$ cat src/rtl/btn_pkg.sv
// Shared types and sizing helpers for the push-button conditioning front end.
// Pure definitions; no clocked logic.
package btn_pkg;

    typedef enum logic [1:0] {
        IDLE         = 2'd0,
        PRESS_WAIT   = 2'd1,
        PRESSED      = 2'd2,
        RELEASE_WAIT = 2'd3
    } btn_state_t;

    localparam int unsigned DEBOUNCE_CYCLES_DEF = 1_000_000;
    localparam int unsigned REPEAT_DELAY_DEF    = 50_000_000;
    localparam int unsigned REPEAT_PERIOD_DEF   = 10_000_000;

    function automatic int unsigned cnt_width(input int unsigned max_val);
        return (max_val < 1) ? 1 : $clog2(max_val + 1);
    endfunction

    function automatic int unsigned max2(input int unsigned a, input int unsigned b);
        return (a > b) ? a : b;
    endfunction

endpackage

$ cat src/rtl/button_pulse_conditioner_sync_2ff.sv
// Generic two-flop synchroniser for asynchronous level inputs; 2-cycle latency, no handshake.
// Both stages clear to 0 on reset so downstream logic starts from a released input.
module sync_2ff #(
    parameter int unsigned WIDTH = 1
) (
    input  logic             clk,
    input  logic             rst_n,
    input  logic [WIDTH-1:0] d_i,
    output logic [WIDTH-1:0] q_o
);

    logic [WIDTH-1:0] meta_q;
    logic [WIDTH-1:0] sync_q;

    always_ff @(posedge clk or negedge rst_n) begin
        if (!rst_n) begin
            meta_q <= '0;
            sync_q <= '0;
        end else begin
            meta_q <= d_i;
            sync_q <= meta_q;
        end
    end

    assign q_o = sync_q;

endmodule

$ cat src/rtl/button_pulse_conditioner.sv
// Bouncing push-button -> one-cycle count request; pulse 2+DEBOUNCE_CYCLES cycles after a stable press.
// Define AUTO_REPEAT_EN to add held-button repeat pulses; ports are identical in both builds.
module button_pulse_conditioner
    import btn_pkg::*;
#(
    parameter int unsigned DEBOUNCE_CYCLES = DEBOUNCE_CYCLES_DEF,
    parameter int unsigned REPEAT_DELAY    = REPEAT_DELAY_DEF,
    parameter int unsigned REPEAT_PERIOD   = REPEAT_PERIOD_DEF
) (
    input  logic clk,
    input  logic rst_n,
    input  logic btn_in,
    output logic countup,
    output logic btn_level,
    output logic busy
);

    localparam int unsigned DB_W = cnt_width(DEBOUNCE_CYCLES);
    localparam logic [DB_W-1:0] DB_ONE  = DB_W'(1);
    localparam logic [DB_W-1:0] DB_LAST = DB_W'(DEBOUNCE_CYCLES);

    if (DEBOUNCE_CYCLES < 1 || REPEAT_DELAY < 1 || REPEAT_PERIOD < 1) begin : g_bad_cfg
        $error("button_pulse_conditioner: cycle parameters must all be >= 1");
    end

    logic       s;
    btn_state_t state_q, state_d;
    logic [DB_W-1:0] cnt_q, cnt_d;
    logic       countup_q, countup_d;
    logic       rep_pulse;

    sync_2ff #(.WIDTH(1)) u_sync (
        .clk   (clk),
        .rst_n (rst_n),
        .d_i   (btn_in),
        .q_o   (s)
    );

    // Both wait states count the sample that triggered entry, so press and release need the same run length.
    always_comb begin
        state_d   = state_q;
        cnt_d     = cnt_q;
        countup_d = rep_pulse;
        case (state_q)
            IDLE: begin
                if (s) begin
                    state_d = PRESS_WAIT;
                    cnt_d   = DB_ONE;
                end
            end
            PRESS_WAIT: begin
                if (!s) begin
                    state_d = IDLE;
                    cnt_d   = '0;
                end else if (cnt_q == DB_LAST) begin
                    state_d   = PRESSED;
                    cnt_d     = '0;
                    countup_d = 1'b1;
                end else begin
                    cnt_d = cnt_q + DB_ONE;
                end
            end
            PRESSED: begin
                if (!s) begin
                    state_d = RELEASE_WAIT;
                    cnt_d   = DB_ONE;
                end
            end
            RELEASE_WAIT: begin
                if (s) begin
                    state_d = PRESSED;
                    cnt_d   = '0;
                end else if (cnt_q == DB_LAST) begin
                    state_d = IDLE;
                    cnt_d   = '0;
                end else begin
                    cnt_d = cnt_q + DB_ONE;
                end
            end
            default: begin
                state_d = IDLE;
                cnt_d   = '0;
            end
        endcase
    end

`ifdef AUTO_REPEAT_EN
    localparam int unsigned RP_W = cnt_width(max2(REPEAT_DELAY, REPEAT_PERIOD));

    logic [RP_W-1:0] rep_q, rep_d;
    logic            rep_first_q, rep_first_d;
    logic [RP_W-1:0] rep_target;

    // Timer only advances while PRESSED persists, so any bounce through RELEASE_WAIT re-arms the long delay.
    always_comb begin
        rep_target  = rep_first_q ? RP_W'(REPEAT_DELAY - 1) : RP_W'(REPEAT_PERIOD - 1);
        rep_d       = '0;
        rep_first_d = 1'b1;
        rep_pulse   = 1'b0;
        if (state_q == PRESSED && state_d == PRESSED) begin
            if (rep_q == rep_target) begin
                rep_pulse   = 1'b1;
                rep_first_d = 1'b0;
            end else begin
                rep_d       = rep_q + RP_W'(1);
                rep_first_d = rep_first_q;
            end
        end
    end

    always_ff @(posedge clk or negedge rst_n) begin
        if (!rst_n) begin
            rep_q       <= '0;
            rep_first_q <= 1'b1;
        end else begin
            rep_q       <= rep_d;
            rep_first_q <= rep_first_d;
        end
    end
`else
    assign rep_pulse = 1'b0;
`endif

    always_ff @(posedge clk or negedge rst_n) begin
        if (!rst_n) begin
            state_q   <= IDLE;
            cnt_q     <= '0;
            countup_q <= 1'b0;
        end else begin
            state_q   <= state_d;
            cnt_q     <= cnt_d;
            countup_q <= countup_d;
        end
    end

    assign countup   = countup_q;
    assign btn_level = (state_q == PRESSED)    || (state_q == RELEASE_WAIT);
    assign busy      = (state_q == PRESS_WAIT) || (state_q == RELEASE_WAIT);

endmodule
$ cat config.mk
export PLATFORM = sky130hd
export DESIGN_NAME = button_pulse_conditioner
export DESIGN_NICKNAME = d
export VERILOG_FILES = /design/src/rtl/btn_pkg.sv /design/src/rtl/button_pulse_conditioner_sync_2ff.sv /design/src/rtl/button_pulse_conditioner.sv
export SDC_FILE = /design/constraint.sdc
export NUM_CORES = 1
export LEC_CHECK = 0
export ABC_CLOCK_PERIOD_IN_PS = 2950
export BUFFER_PORTS_ARGS = -buffer_cell sky130_fd_sc_hd__buf_4
export CAP_MARGIN = 10
export CORE_MARGIN = 2
export CORE_UTILIZATION = 32
export CTS_BUF_LIST = sky130_fd_sc_hd__clkbuf_8
export DETAILED_ROUTE_END_ITERATION = 8
export SYNTH_ARGS = -nofsm -noshare
export SYNTH_HDL_FRONTEND = slang
export SYNTH_SLANG_ARGS = --single-unit
$ cat constraint.sdc
create_clock -name clk -period 2.95 [get_ports clk]
set_input_delay 0.59 -clock clk [delete_from_list [all_inputs] [get_ports clk]]
set_output_delay 0.59 -clock clk [all_outputs]
set_load 0.01 [all_outputs]
* Word-level counts from Yosys, hierarchy flattened
Cells that the tools add are included.
Operators by class: add/sub/neg operators 1, $mul 0, div/mod/pow operators 0, magnitude comparators 0, equal/unequal tests 8, shift-type cells 0, multiplexer cells 16, bitwise operators 0, reduce and logical (&&, ||, !) cells 5
Operator list (number):
- 20-bit two-way mux | 5
- 20-bit case mux with 4 select lines | 1
- 20-bit by 1-bit adder with 20-bit output, second input constant | 1
- 20-bit == test, second input constant | 1
- 2-bit two-way mux | 6
- 2-bit case mux with 4 select lines | 1
- 2-bit == test, second input constant | 2
- 4-bit AND reduction | 1
- 1-bit two-way mux | 3
- 3-bit by 2-bit != test with 1-bit output, second input constant | 1
- 3-bit != test, second input constant | 1
- 2-bit by 1-bit == test with 1-bit output, second input constant | 1
- 2-bit logical NOT | 1
- 1-bit logical OR | 2
- 2-bit by 1-bit != test with 1-bit output, second input constant | 1
- 2-bit != test, second input constant | 1
- 2-bit AND reduction | 1
Word-level totals: flip-flop bits (word level) 25, latch bits 0, RAM bits 0, bits in read-only memories 0, input port bits 3, output and inout bits 3, logic and storage cells 35, memories 0

* Logic depth before layout (Yosys ltp)
Gate-level depths: netlist (run 1).
depth in word-level cells 4, depth in mapped cells 8, mapped depth without buffers 7

* By module
Synthesis (run 1) repeated with hierarchy kept, for this count alone.
Unflattened totals: cell total of the unflattened synthesis 153, area, all modules 1430.1 um^2
Modules (own cells, without submodules):
- button_pulse_conditioner | instances 1, cells an instance 151, area each 1380.1 um^2, seq. area each 575.6 um^2
- sync_2ff | instances 1, cells an instance 2, area each 50.0 um^2, seq. area each 50.0 um^2

* Worst setup path after synthesis (run 1)
No wires, ideal clock.
path kind reg-to-reg, start point register cnt_q[0], end point register with a tool-made name, setup time 125 ps, data arrival time 1935 ps, required time 2825 ps, path slack 889 ps, stages on the path, launching flop included 9, buffers on the path 1, period minus slack after synthesis 2061 ps, cell sequence dfrtp_1 inv_1 ha_1 or4b_4 nor4_4 a21o_4 buf_8 nand2_4 mux2_4
RTL lines:
- from (decl) | RTL line button_pulse_conditioner.sv:28 | logic [DB_W-1:0] cnt_q, cnt_d;
- from (signal assigned) | RTL line button_pulse_conditioner.sv:131 | cnt_q <= cnt_d;

* Worst setup path in the final report (run 1)
start point register cnt_q[0], end point register cnt_q[9]
Between the ends: word-level cells in the longest chain between the ends 4, elaborated cells between the ends (all ways) 6, classes of those cells add/sub (1); eq/ne (1); mux (4)
Ends and longest elaborated chain:
- 20-bit by 1-bit adder with 20-bit output or 20-bit == test (tied branches)
- 20-bit two-way mux (*) | RTL line button_pulse_conditioner.sv:55, button_pulse_conditioner.sv:73
- 20-bit two-way mux (on tied branches) | RTL line button_pulse_conditioner.sv:70, button_pulse_conditioner.sv:52
- 20-bit case mux with 4 select lines (*) | RTL line button_pulse_conditioner.sv:44 | case (state_q)
Mark *: on every way between the ends. The rest lies on a longest branch, timed or not. A chain may end at the register's enable or synchronous reset.

==> Flow_metrics.wiki, run 1 <==
{| class="wikitable"
! Metric !! Value
|-
| Highest achievable clock rate || 421.4 MHz
|-
| Count of different cell masters after synthesis || 39
|-
| Detail-routed net length per standard cell || 13.81 um
|-
| Total standard cell area after synthesis || 1385 um2
|-
| Met2 Resource Use GR || 0.1979
|-
| Minimum setup slack after placement || 0.6115 ns
|-
| Top-level port count || 6
|-
| Buffers inserted by post-CTS timing repair || 0
|-
| CP arrival || 2.53 ns
|-
| Nets || 154
|-
| Antenna Violating Nets Remaining || 0
|-
| Commonest register cell after synthesis || sky130_fd_sc_hd__dfrtp_1
|-
| Die area || 4871 um2
|-
| Library cell with the largest summed area after synthesis || sky130_fd_sc_hd__dfrtp_1
|-
| Data required time at the worst endpoint || 3.11 ns
|-
| Root buffer cell || sky130_fd_sc_hd__clkbuf_8
|-
| CTS buffer count || 3
|-
| Total routed wirelength || 2735 um
|-
| Total congestion overflow || 0
|-
| Buffer levels on the longest clock path || 2
|-
| Net count after synthesis || 151
|-
| Clock sink count || 25
|-
| Final worst clock skew || 0.003256 ns
|-
| Maximum capacitance violations || 0
|-
| TritonCTS clock tree || built
|-
| Count of TritonRoute iterations in the first routing pass || 4
|-
| TNS Setup || 0 ns
|-
| Final hold violation count || 0
|-
| Routing usage on met3 || 0.03779
|-
| Result of the run || finished clean
|-
| # diodes || 0
|-
| Layer with the highest usage || met2
|-
| Area growth, synth to finish || 6.233%
|-
| Die Span X || 69.79 um
|-
| Maximum vdd ir drop || 0.4289 mV
|-
| Placed instance area || 1425 um2
|-
| Worst-Margin Slew || 0.7666 ns
|-
| Synthesized area per cell || 9.487 um2
|-
| Worst Path Class, Setup || flop to flop
|-
| Number of warnings issued by yosys || 0
|-
| Period minus WS final || 2.373 ns
|-
| Fraction of synthesized cell area taken by the top area cell type || 0.4517
|-
| Fraction of met1 tracks used by global routing || 0.1644
|-
| # hold bufs at CTS || 0
|-
| Vert. Die Dim || 69.79 um
|-
| Clock latency on the worst-skew pair || 0.27 ns
|-
| Clock slew at the register clock pins of the worst setup and hold paths || 0.09 ns
|-
| #FFs+latches synth || 25
|-
| Number of flops mapped to enable cells by yosys || 0
|-
| Asr flop ratio synth || 1.000
|-
| Global-route wire length before repair || 4954 um
|-
| Static Leakage || 0.5906 nW
|-
| Post-DR vias/cell || 5.556
|-
| Sequential share of the synthesized area || 0.4517
|-
| Largest fanout of any net on the critical path || 13
|-
| Number of buffers inserted by port buffering || 5
|-
| Most area-consuming cells after synthesis || sky130_fd_sc_hd__dfrtp_1 45%, sky130_fd_sc_hd__a21oi_1 4.0%, sky130_fd_sc_hd__nand3_1 4.0%
|-
| Post-detailed-placement half-perimeter wirelength || 1890 um
|-
| Routability congestion estimate || 0.7869
|-
| Largest net degree at the start of global routing || 26
|-
| Worst setup slack after layout || 0.5771 ns
|-
| Worst hold path class || input pin to async pin
|-
| Violation count after the first detailed-route iteration || 36
|-
| Initial core utilization || 0.3389
|-
| Crit. End Element || flop
|-
| Depth of the most critical reg-to-reg path || 8
|-
| Global-route usage over all layers || 0.1252
|-
| Antenna violations before repair || 0
|-
| DRC violations left || 0
|-
| R2R Setup Slk || 0.58 ns
|-
| Count of instances resized after the clock tree is built || 0
|-
| Top library cells by usage in the layout, fill and taps aside || 25 x sky130_fd_sc_hd__dfrtp_1, 14 x sky130_fd_sc_hd__nand2_1, 11 x sky130_fd_sc_hd__nand3_1, 11 x sky130_fd_sc_hd__a21oi_1, 11 x sky130_fd_sc_hd__o21ai_0
|-
| Number of cells produced by synthesis || 146
|-
| Crit start category || flop
|-
| Finished layout cell area || 1471 um2
|-
| H-tree level count || 1
|-
| Setup repair after global routing missed its margin || no
|-
| Number of global-route vias before repair || 1,065
|-
| Vias || 1,100
|-
| Final worst-path cycle share || 0.8044
|-
| Most frequent standard cell in the layout excluding fill and tap cells || sky130_fd_sc_hd__dfrtp_1
|-
| Pwr Density || 695.6 nW/um2
|-
| Placeable core region || 4086 um2
|-
| Fraction of layout cells with a size suffix above 1 || 0.1216
|-
| Max-slew headroom || 0.4889
|-
| Num rows || 23
|-
| Final number of setup-violating endpoints || 0
|-
| Total count of max-transition violations in the final report || 0
|}
state kept, by name, indices dropped and copies added, names as in the netlist, named ones only:
name	flops
countup	1
state_q	1
u_sync.q_o	1
cnt_q	20
u_sync.meta_q	1
logic make-up (layout without fill, tap and decap cells):
| family | after synthesis | in the layout | share of synthesized area |
|---|---|---|---|
| buffers and inverters | 15 | 17 | 0.06775 |
| AOI/OAI and AO/OA | 39 | 39 | 0.1725 |
| xor gates and xnor gates | 3 | 3 | 0.01897 |
| DFF | 25 | 25 | 0.4517 |
| and+or+nand+nor | 59 | 59 | 0.2457 |
| adders and majority gates | 2 | 2 | 0.01806 |
| muxes | 3 | 3 | 0.02529 |
synthesized netlist by cell type (2+ instances only):
cell type	n
sky130_fd_sc_hd__nand3_1	11
sky130_fd_sc_hd__or4_1	3
sky130_fd_sc_hd__a21o_1	3
sky130_fd_sc_hd__nor2_1	8
sky130_fd_sc_hd__a22o_1	2
sky130_fd_sc_hd__a21oi_1	11
sky130_fd_sc_hd__mux2i_1	2
sky130_fd_sc_hd__buf_2	2
sky130_fd_sc_hd__nand2_1	14
sky130_fd_sc_hd__ha_1	2
sky130_fd_sc_hd__or3_1	3
sky130_fd_sc_hd__dfrtp_1	25
sky130_fd_sc_hd__a31oi_1	7
sky130_fd_sc_hd__nor3_1	5
sky130_fd_sc_hd__clkbuf_1	3
sky130_fd_sc_hd__nor3_2	2
sky130_fd_sc_hd__inv_1	7
sky130_fd_sc_hd__o21ai_0	11
sky130_fd_sc_hd__xor2_1	2
sky130_fd_sc_hd__nand4_1	4
layer usage:
| layer | up-vias | share of wire |
|---|---|---|
| li1 | 537 | - |
| met1 | 533 | 0.50 |
| met2 | 26 | 0.45 |
| met3 | 4 | 0.042 |
| met4 | 0 | 0.011 |
| met5 | - | 0 |
through the flow:
stage / power [mW] / util / hold slack (ns) / std cells
6_report: 1.023 / 0.3601 / 0.2090 / 198
5_1_grt: 1.104 / 0.3601 / 0.2236 / 198
4_1_cts: 1.034 / 0.3601 / 0.2131 / 198
3_5_place_dp: 0.8251 / 0.3487 / 0.3394 / 194
3_3_place_gp: 0.8138 / 0.3487 / 0.3389 / 194
2_1_floorplan: 0.7733 / - / 0.2944 / 146
report_power, final:
| group | total (mW) | switching [mW] | internal (mW) |
|---|---|---|---|
| registers | 0.433 | 0.0547 | 0.378 |
| logic | 0.387 | 0.238 | 0.148 |
| clock network | 0.204 | 0.110 | 0.0945 |
worst max-delay path: stages, from the launching register on:
cell and delay, ns:
sky130_fd_sc_hd__dfrtp_1 0.44, sky130_fd_sc_hd__inv_1 0.10, sky130_fd_sc_hd__ha_1 0.13, sky130_fd_sc_hd__or4b_4 0.46
sky130_fd_sc_hd__nor4_4 0.28, sky130_fd_sc_hd__a21oi_1 0.30, sky130_fd_sc_hd__buf_4 0.28, sky130_fd_sc_hd__a31oi_1 0.17
sky130_fd_sc_hd__o31ai_1 0.09
worst paths after layout:
| check | end | from |
|---|---|---|
| max | cnt_q[9] | cnt_q[0] |
| min | cnt_q[17] | rst_n |
| max reg2reg | cnt_q[9] | cnt_q[0] |
| min reg2reg | u_sync.q_o | u_sync.meta_q |
| max in group asynchronous | cnt_q[2] | rst_n |
| min in group clk | u_sync.q_o | u_sync.meta_q |
area by class of cell:
cell class,instances,area (um2)
fillers,431,2615
well taps,50,62.56
clock inverters,1,5.005
flip-flops and latches,25,625.6
repair buffers,6,45.04
inverters,7,26.28
multi-input cells,106,665.6
clock buffers,3,41.29
Note: power is estimated with default switching activity, not from simulation.
==> run 2, diff against run 1 <==
--- a/config.mk
+++ b/config.mk
@@ -5,7 +5,7 @@
 export SDC_FILE = /design/constraint.sdc
 export NUM_CORES = 1
 export LEC_CHECK = 0
-export ABC_CLOCK_PERIOD_IN_PS = 2950
+export ABC_CLOCK_PERIOD_IN_PS = 2029
 export BUFFER_PORTS_ARGS = -buffer_cell sky130_fd_sc_hd__buf_4
 export CAP_MARGIN = 10
 export CORE_MARGIN = 2
==> constraint.sdc (replaced) <==
create_clock -name clk -period 2.03 [get_ports clk]
set_input_delay 0.406 -clock clk [delete_from_list [all_inputs] [get_ports clk]]
set_output_delay 0.406 -clock clk [all_outputs]
set_load 0.01 [all_outputs]
==> Flow_metrics.wiki, run 2 (same netlist as run 1, synthesis figures left out) <==
{| class="wikitable"
! Metric !! Value
|-
| Result of the run || finished, violations left
|-
| Violated checks || setup timing
|-
| Die Span X || 69.79 um
|-
| # hold bufs at CTS || 0
|-
| Static Leakage || 0.7060 nW
|-
| Worst hold path class || input pin to async pin
|-
| Total routed wirelength || 3300 um
|-
| Maximum vdd ir drop || 0.5381 mV
|-
| Power share of the sequential group || 0.346
|-
| Buffer levels on the longest clock path || 2
|-
| Final hold violation count || 0
|-
| Total count of max-transition violations in the final report || 0
|-
| Reported net switching power || 675.2 uW
|-
| Routability congestion estimate || 0.7707
|-
| Data required time at the worst endpoint || 2.20 ns
|-
| Worst Path Class, Setup || flop to flop
|-
| Count of TritonRoute iterations in the first routing pass || 4
|-
| Antenna Violating Nets Remaining || 0
|-
| Most frequent standard cell in the layout excluding fill and tap cells || sky130_fd_sc_hd__buf_4
|-
| Depth of the most critical reg-to-reg path || 8
|-
| H-tree level count || 1
|-
| Final number of setup-violating endpoints || 4
|-
| Largest net degree at the start of global routing || 26
|-
| Worst r2r src || cnt_q[0]
|-
| Final worst hold slack || 0.02548 ns
|-
| Total power after layout || 1.757 mW
|-
| Crit. End Element || flop
|-
| CTS buffer count || 3
|-
| Period minus WS final || 2.078 ns
|-
| R2R Setup Slk || -0.05 ns
|-
| Top library cells by usage in the layout, fill and taps aside || 27 x sky130_fd_sc_hd__buf_4, 25 x sky130_fd_sc_hd__dfrtp_1, 14 x sky130_fd_sc_hd__nand2_1, 11 x sky130_fd_sc_hd__nand3_1, 11 x sky130_fd_sc_hd__a21oi_1
|-
| Initial core utilization || 0.3389
|-
| Worst-Margin Slew || 0.7455 ns
|-
| Root buffer cell || sky130_fd_sc_hd__clkbuf_8
|-
| Top-level port count || 6
|-
| Largest register by flop count || cnt_q
|-
| TritonCTS clock tree || built
|-
| Utilization after layout || 0.4118
|-
| Total congestion overflow || 0
|-
| Area used by multi-input combinational logic || 696.9 um2
|-
| DRC violations left || 0
|-
| Final worst clock skew || 0.006464 ns
|-
| Vert. Die Dim || 69.79 um
|-
| Global-route wire length before repair || 5423 um
|-
| Largest fanout of any net on the critical path || 6
|-
| Worst setup slack after layout || -0.04770 ns
|-
| Post-DR vias/cell || 5.380
|-
| Setup repair after global routing missed its margin || yes
|-
| Global-route usage over all layers || 0.1384
|-
| Number of global-route vias before repair || 1,195
|-
| Clock network power share || 0.175
|-
| Vias || 1,189
|-
| Maximum capacitance violations || 0
|-
| Num rows || 23
|-
| Antenna violations before repair || 0
|-
| Pwr Density || 1044 nW/um2
|-
| Fraction of layout cells with a size suffix above 1 || 0.2632
|-
| # diodes || 0
|-
| Final worst-path cycle share || 1.023
|-
| Violation count after the first detailed-route iteration || 41
|-
| Nets || 177
|-
| Die area || 4871 um2
|-
| Number of buffers inserted by port buffering || 5
|-
| Placeable core region || 4086 um2
|-
| Number of fill cells in the layout || 419
|-
| Proportion of total power due to net switching || 0.3844
|-
| Area taken by flip-flops and latches || 625.6 um2
|-
| Minimum setup slack after placement || -0.1052 ns
|-
| Post-detailed-placement half-perimeter wirelength || 2218 um
|-
| Cell-internal power || 1.081 mW
|-
| Clock latency on the worst-skew pair || 0.27 ns
|-
| Highest achievable clock rate || 481.3 MHz
|-
| CP arrival || 2.25 ns
|-
| Launching element of the worst setup path || cnt_q[0]
|-
| Part of the total power dissipated in combinational logic || 0.479
|-
| Clock slew at the register clock pins of the worst setup and hold paths || 0.10 ns
|-
| Area growth, synth to finish || 21.50%
|-
| Largest register FFs || 20
|-
| Detail-routed net length per standard cell || 14.93 um
|-
| Crit start category || flop
|-
| Max-slew headroom || 0.5012
|-
| Clock sink count || 25
|}
-- run 2: metrics by stage --
| step | cell area [um2] | std cells | TNS (ns) |
|---|---|---|---|
| 6_report | 1683 | 221 | -0.08740 |
| 5_1_grt | 1683 | 221 | -0.9217 |
| 4_1_cts | 1655 | 220 | -0.3089 |
| 3_5_place_dp | 1565 | 211 | -0.3907 |
| 3_3_place_gp | 1565 | 211 | -0.07007 |
| 2_1_floorplan | 1385 | 146 | 0 |
-- run 2: worst min-delay path by stage --
stage,start,endpoint,slack (ns),cells past startpoint
final,rst_n,cnt_q[17],0.03,1
after CTS,rst_n,cnt_q[17],0.03,1
after global placement,rst_n,cnt_q[11],0.33,1
after detailed placement,rst_n,cnt_q[12],0.33,1
after floorplan,rst_n,async pin,0.11,0
after global routing,rst_n,cnt_q[17],0.03,1
-- run 2: worst max-delay path, stage by stage (launching register included) --
cell,delay (ns)
sky130_fd_sc_hd__dfrtp_1,0.40
sky130_fd_sc_hd__inv_2,0.09
sky130_fd_sc_hd__ha_4,0.13
sky130_fd_sc_hd__or4b_4,0.46
sky130_fd_sc_hd__nor4_4,0.18
sky130_fd_sc_hd__buf_4,0.18
sky130_fd_sc_hd__a21o_4,0.18
sky130_fd_sc_hd__nand2_4,0.06
sky130_fd_sc_hd__mux2_4,0.30
-- run 2: layer usage --
layer / vias to the layer above / share of wire / track usage
met3: 4 / 0.027 / 0.02035
met5: - / 0 / 0
met2: 19 / 0.48 / 0.2307
met4: 0 / 0.010 / 0.06197
li1: 583 / - / -
met1: 583 / 0.48 / 0.1766
-- run 2: what timing repair did --
item,4_1_cts,5_1_grt
pin swaps,1,2
resized for setup,2,5
endpoints found under the setup margin,8,19
setup buffers,4,1
cloned,1,0
-- run 2: power by group through the flow --
stage | sequential, mW | combinational (mW) | clock (mW)
2_1_floorplan | 0.606 | 0.518 | 0
3_3_place_gp | 0.609 | 0.686 | 0
3_5_place_dp | 0.614 | 0.711 | 0
4_1_cts | 0.606 | 0.791 | 0.316
5_1_grt | 0.618 | 0.909 | 0.338
6_report | 0.608 | 0.841 | 0.308
-- run 2: layout make-up --
class,count,share of cell area
tap,50,0.03717
multi-input combinational,107,0.4141
clock buffer,3,0.02454
inverter,7,0.01561
sequential,25,0.3717
clock inverter,1,0.004461
timing repair buffer,28,0.1323
